**src/rtl/ct_biu_rd_resp_router.sv**
```systemverilog
// ct_biu_rd_resp_router
// R-channel return path of the BIU. Incoming R beats are queued in a small
// in-order FIFO and the head beat is steered by its id to either the IFU
// (rid[4:1] == 4'b1000) or the LSU. A saturating counter tracks how many IFU
// reads are still waiting for their last beat, and a sticky flag records any
// bookkeeping inconsistency between AR handshakes and returned IFU beats.
module ct_biu_rd_resp_router #(
  parameter int DEPTH  = 2,
  parameter int DATA_W = 128,
  parameter int IFU_OS = 2
) (
  input  logic                              forever_cpuclk,
  input  logic                              cpurst,
  input  logic                              rvalid,
  output logic                              rready,
  input  logic [4:0]                        rid,
  input  logic [DATA_W-1:0]                 rdata,
  input  logic [3:0]                        rresp,
  input  logic                              rlast,
  input  logic                              arvalid,
  input  logic                              arready,
  input  logic [4:0]                        arid,
  output logic                              biu_ifu_rd_data_vld,
  input  logic                              ifu_biu_rd_data_ready,
  output logic                              biu_ifu_rd_id,
  output logic [DATA_W-1:0]                 biu_ifu_rd_data,
  output logic [3:0]                        biu_ifu_rd_resp,
  output logic                              biu_ifu_rd_last,
  output logic                              biu_lsu_r_vld,
  input  logic                              lsu_biu_r_ready,
  output logic [4:0]                        biu_lsu_r_id,
  output logic [DATA_W-1:0]                 biu_lsu_r_data,
  output logic [3:0]                        biu_lsu_r_resp,
  output logic                              biu_lsu_r_last,
  output logic [$clog2(IFU_OS+1)-1:0]       ifu_rd_outstanding,
  output logic                              biu_rd_idle,
  output logic                              rd_resp_err
);

  localparam int PTR_W = (DEPTH > 1) ? $clog2(DEPTH) : 1;
  localparam int CNT_W = $clog2(DEPTH + 1);
  localparam int OS_W  = $clog2(IFU_OS + 1);

  // Beat storage, split per field; payload needs no reset because valid
  // outputs are gated by the occupancy count.
  logic [4:0]        mem_id   [DEPTH];
  logic [DATA_W-1:0] mem_data [DEPTH];
  logic [3:0]        mem_resp [DEPTH];
  logic              mem_last [DEPTH];

  logic [PTR_W-1:0]  wptr;
  logic [PTR_W-1:0]  rptr;
  logic [CNT_W-1:0]  count;

  logic              empty;
  logic              full;
  logic              push;
  logic              pop;
  logic              head_is_ifu;
  logic              ifu_pop;
  logic              lsu_pop;
  logic              os_inc;
  logic              os_dec;
  logic              orphan_push;

  logic [4:0]        head_id;
  logic [DATA_W-1:0] head_data;
  logic [3:0]        head_resp;
  logic              head_last;

  function automatic logic [PTR_W-1:0] ptr_next(input logic [PTR_W-1:0] p);
    return (p == PTR_W'(DEPTH - 1)) ? '0 : p + PTR_W'(1);
  endfunction

  assign empty  = (count == '0);
  assign full   = (count == CNT_W'(DEPTH));

  // rready depends only on registered occupancy, so a full FIFO cannot
  // accept in the same cycle it pops; the slot reopens one cycle later.
  assign rready = !full;
  assign push   = rvalid && rready;

  assign head_id     = mem_id[rptr];
  assign head_data   = mem_data[rptr];
  assign head_resp   = mem_resp[rptr];
  assign head_last   = mem_last[rptr];
  assign head_is_ifu = (head_id[4:1] == 4'b1000);

  assign biu_ifu_rd_data_vld = !empty && head_is_ifu;
  assign biu_lsu_r_vld       = !empty && !head_is_ifu;

  assign biu_ifu_rd_id   = head_id[0];
  assign biu_ifu_rd_data = head_data;
  assign biu_ifu_rd_resp = head_resp;
  assign biu_ifu_rd_last = head_last;

  assign biu_lsu_r_id    = head_id;
  assign biu_lsu_r_data  = head_data;
  assign biu_lsu_r_resp  = head_resp;
  assign biu_lsu_r_last  = head_last;

  assign ifu_pop = biu_ifu_rd_data_vld && ifu_biu_rd_data_ready;
  assign lsu_pop = biu_lsu_r_vld && lsu_biu_r_ready;
  assign pop     = ifu_pop || lsu_pop;

  // The wildcard compare ignores arid[0]: refill and prefetch both count.
  assign os_inc      = arvalid && arready && (arid ==? 5'b1000?);
  assign os_dec      = ifu_pop && head_last;
  assign orphan_push = push && (rid[4:1] == 4'b1000) &&
                       (ifu_rd_outstanding == '0) && !os_inc;

  assign biu_rd_idle = empty && (ifu_rd_outstanding == '0);

  // Capture an accepted beat into the slot at the write pointer.
  always_ff @(posedge forever_cpuclk) begin
    if (push) begin
      mem_id[wptr]   <= rid;
      mem_data[wptr] <= rdata;
      mem_resp[wptr] <= rresp;
      mem_last[wptr] <= rlast;
    end
  end

  // Pointer and occupancy bookkeeping; reset discards any queued beats.
  always_ff @(posedge forever_cpuclk) begin
    if (cpurst) begin
      wptr  <= '0;
      rptr  <= '0;
      count <= '0;
    end else begin
      if (push) wptr <= ptr_next(wptr);
      if (pop)  rptr <= ptr_next(rptr);
      if (push && !pop)      count <= count + CNT_W'(1);
      else if (pop && !push) count <= count - CNT_W'(1);
    end
  end

  // Outstanding IFU read tracking with saturation, plus the sticky error flag.
  always_ff @(posedge forever_cpuclk) begin
    if (cpurst) begin
      ifu_rd_outstanding <= '0;
      rd_resp_err        <= 1'b0;
    end else begin
      if (os_inc && !os_dec) begin
        if (ifu_rd_outstanding == OS_W'(IFU_OS)) rd_resp_err <= 1'b1;
        else ifu_rd_outstanding <= ifu_rd_outstanding + OS_W'(1);
      end else if (os_dec && !os_inc) begin
        if (ifu_rd_outstanding == '0) rd_resp_err <= 1'b1;
        else ifu_rd_outstanding <= ifu_rd_outstanding - OS_W'(1);
      end
      if (orphan_push) rd_resp_err <= 1'b1;
    end
  end

endmodule

```
**config.mk**
```make
export PLATFORM = sky130hd
export DESIGN_NAME = ct_biu_rd_resp_router
export DESIGN_NICKNAME = d
export VERILOG_FILES = /design/src/rtl/ct_biu_rd_resp_router.sv
export SDC_FILE = /design/constraint.sdc
export NUM_CORES = 1
export LEC_CHECK = 0
export CAP_MARGIN = 30
export CORE_AREA = 2 2 169 171
export CTS_CLUSTER_SIZE = 8
export DETAILED_ROUTE_END_ITERATION = 6
export DIE_AREA = 0 0 171 173
export DONT_BUFFER_PORTS = 1
export GPL_TIMING_DRIVEN = 0
export PLACE_DENSITY = 0.52
export SYNTH_ARGS = -nofsm -noshare
export SYNTH_HDL_FRONTEND = slang
export SYNTH_SLANG_ARGS = --single-unit
```
**constraint.sdc**
```tcl
create_clock -name forever_cpuclk -period 15.8 [get_ports forever_cpuclk]
set_input_delay 3.16 -clock forever_cpuclk [delete_from_list [all_inputs] [get_ports forever_cpuclk]]
set_output_delay 3.16 -clock forever_cpuclk [all_outputs]
set_load 0.01 [all_outputs]
```
==> results.toml <==
[outcome]
status = "finished clean"

[die]
coreArea_um2 = 27630
start_util = 0.4127
die_y_um = 173
fp.dieArea_um2 = 29580
row_count = 61
num_io_pins = 429
die_width_um = 171

[drt]
wl_per_cell_um = 21.98
wirelength_um = 23340
drc_errors = 0
vias = 5245
routed_via_density = 4.939
drt-initial-drc-count = 229
drt-pass1-iter-count = 4
ant_nets = 0

[synth]
synth_enable_flop_cells = 276
ys_ff_latch = 284
synth_top_area_cell = "edfxtp_1"
synth_top_area_share = 0.7269
yosysMostFrequentCell = "edfxtp_1"
synthTopCellsByArea = "edfxtp_1 (73%), mux2_2 (14%), buf_4 (8.8%)"
syn_area_per_cell_um2 = 18.39
ys_types = 31
yosysSeqAreaShare = 0.7409
ys_async_sr_fraction = 0
synth_nets = 771
synth_commonest_cells = "edfxtp_1 (276), mux2_2 (138), buf_4 (134), buf_2 (13), dfxtp_1 (8)"
ys_warn_count = 0
syn_area_um2 = 11400
synthCells = 620
synthFlopType = "edfxtp_1"

[sta]
hold_violations = 0
setup_viol = 0
worstMarginPinSlew_ps = 794.1
min_period_ps = 5744
slew_viol_final = 0
finClkSkew_ps = 20.06
rsz0062_at_grt = "false"
slew_headroom = 0.4706
setup_tns_ps = 0
timing.fmax_mhz = 174.1
post-route-period-util = 0.3635

[worst_setup_path]
arrival_ps = 2580
timing.rr.start = "mem_id[0][1]$_DFFE_PP_"
worst_path_largest_cell_delay_ps = 630
cp.buffers_inverters = 3
critPathTopFamily = "buffers and inverters"
reg2reg_setup_slack_ps = 13550
cp-end-kind = "output port"
path_max_fanout = 10
start_kind = "register"
cpMaxStageDelayCell = "clkbuf_1"
r2r-end = "count[1]$_SDFFE_PP0P_"
crit_chain = "clkbuf_1 -> buf_2 -> mux2_2 -> buf_4"
required_ps = 12640
worstSetupPathType = "register to output port"
reg2regPathDepth = 7

[worst_hold_path]
hold_class = "register to register"
min_from = "rptr$_SDFFE_PP0P_"
worstHoldEndpoint = "rptr$_SDFFE_PP0P_"
holdPathStages = 2

[power_and_ir_drop]
comb_power_share = 0.269
total_power_mw = 2.400
p_clk_frac = 0.318
p_per_area_nw_per_um2 = 182.3
seqPwrFrac = 0.414
leakage_nw = 4.577
power.switching_mw = 0.6779
vdd_drop_max_v = 0.00009101
p_int_mw = 1.722
power_switching_share = 0.2825

[grt]
grt_max_degree = 62
grt_pass1_wl_um = 33240
gr-total-overflow = 0
grt_usage = 0.1497
antenna_found_initial = 0
grt_pass1_vias = 5647

[placed_design]
dp.cells = 1005
detailedPlacementHpwl_um = 16500
port_buffers = 0
dpl-instance-area_um2 = 12050
gp_congestion = 0.7167

[final_layout]
drive_gt1_frac = 0.4956
multi_input_area_um2 = 1869
seqCellArea_um2 = 8448
postLayoutCellArea_um2 = 13160
area_growth_pct = 15.44
nets = 821
fin_cells = 1062
fill_cells = 2340
antenna_cells = 0
fin_util = 0.4764

[clock_tree]
postCtsSetupBuffers = 0
cts-resized-gates = 0
cts_buffers = 41
cts_tree = "yes"
cts_root_buf = "clkbuf_16"
path_clk_slew_ps = 50
cts_buffer_depth = 3
postCtsHoldBufs = 0
cts_sinks = 284
clock_latency_ps = 510
ctsHtreeMaxLevel = 2

[run]
drv_cap = 0
[power by group through the flow]
| stage | combinational (mW) | clock, mW | sequential (mW) |
|---|---|---|---|
| 6_report | 0.644 | 0.763 | 0.993 |
| 4_1_cts | 0.660 | 0.789 | 0.994 |
| 3_3_place_gp | 0.630 | 0 | 1.04 |
| 2_1_floorplan | 0.518 | 0 | 1.02 |
| 5_1_grt | 0.688 | 0.820 | 1.00 |
| 3_5_place_dp | 0.657 | 0 | 1.01 |
[worst max-delay path by stage]
stage / to / slack (ps) / cells after the start / from
3_5_place_dp: biu_lsu_r_data[17] / 10440 / 4 / register
6_report: biu_lsu_r_data[17] / 10060 / 4 / register
2_1_floorplan: mem_data[0][0]$_DFFE_PP_ / 6180 / 2 / rvalid
5_1_grt: biu_lsu_r_data[17] / 9860 / 4 / register
4_1_cts: biu_lsu_r_data[17] / 9880 / 4 / register
3_3_place_gp: mem_data[0][123]$_DFFE_PP_ / 3030 / 2 / rvalid
[cell usage in the layout (no fill, tap or decap), drive strengths merged, types with 2 or more instances in the layout]
cell type  instances
a211oi             3
o21ai              3
nor2               5
nand2              3
inv                4
xor2               3
dfxtp              8
mux2i              2
buf              156
nand3              2
mux2             139
a21oi              5
nor4b              4
clkbuf            57
edfxtp           276
or3                2
[tightest hold or removal path, delay by kind of cell (launching register included)]
kind / cells / cell delay (ps)
compound gates: 2 / 160
flops: 1 / 300
[state kept, by name (all words and copies together) (netlist names), named ones only]
name and count:
count 2, mem_id 10, rd_resp_err 1, ifu_rd_outstanding 2, mem_resp 8, wptr 1
mem_last 2, rptr 1, mem_data 256
[stage by stage]
step	hold WS (ps)	worst slack [ps]
finish	517.2	10060
global route	560.2	9856
CTS	513.3	9879
detailed placement	499.8	10440
global placement	492.2	3029
floorplan	479.9	6181
[metal layers]
metal,vias to the layer above,routed length [um],track usage,part of all wire
li1,2301,-,-,-
met5,-,0,0,0
met3,49,2383,0.06065,0.10
met4,0,662,0.05756,0.028
met2,288,12450,0.2740,0.53
met1,2607,7847,0.1496,0.34
[cell families after synthesis]
family | after synthesis | share of synthesized area
muxes | 141 | 0.1394
DFF | 284 | 0.7409
adders and majority gates | 1 | 0.001097
xor gates and xnor gates | 4 | 0.003073
AOI/OAI and AO/OA | 13 | 0.007352
and+or+nand+nor | 23 | 0.01196
buffers and inverters | 154 | 0.09624
[layout make-up]
type                            instances  share of cell area
Buffer                                150             0.08222
Tap cell                              378             0.03593
Inverter                                4            0.001141
Clock buffer                           56             0.08222
Clock inverter                          1            0.002281
Timing Repair Buffer                    7             0.01236
Sequential cell                       284              0.6418
Multi-Input combinational cell        182              0.1420
Note: power is estimated with default switching activity, not from simulation.
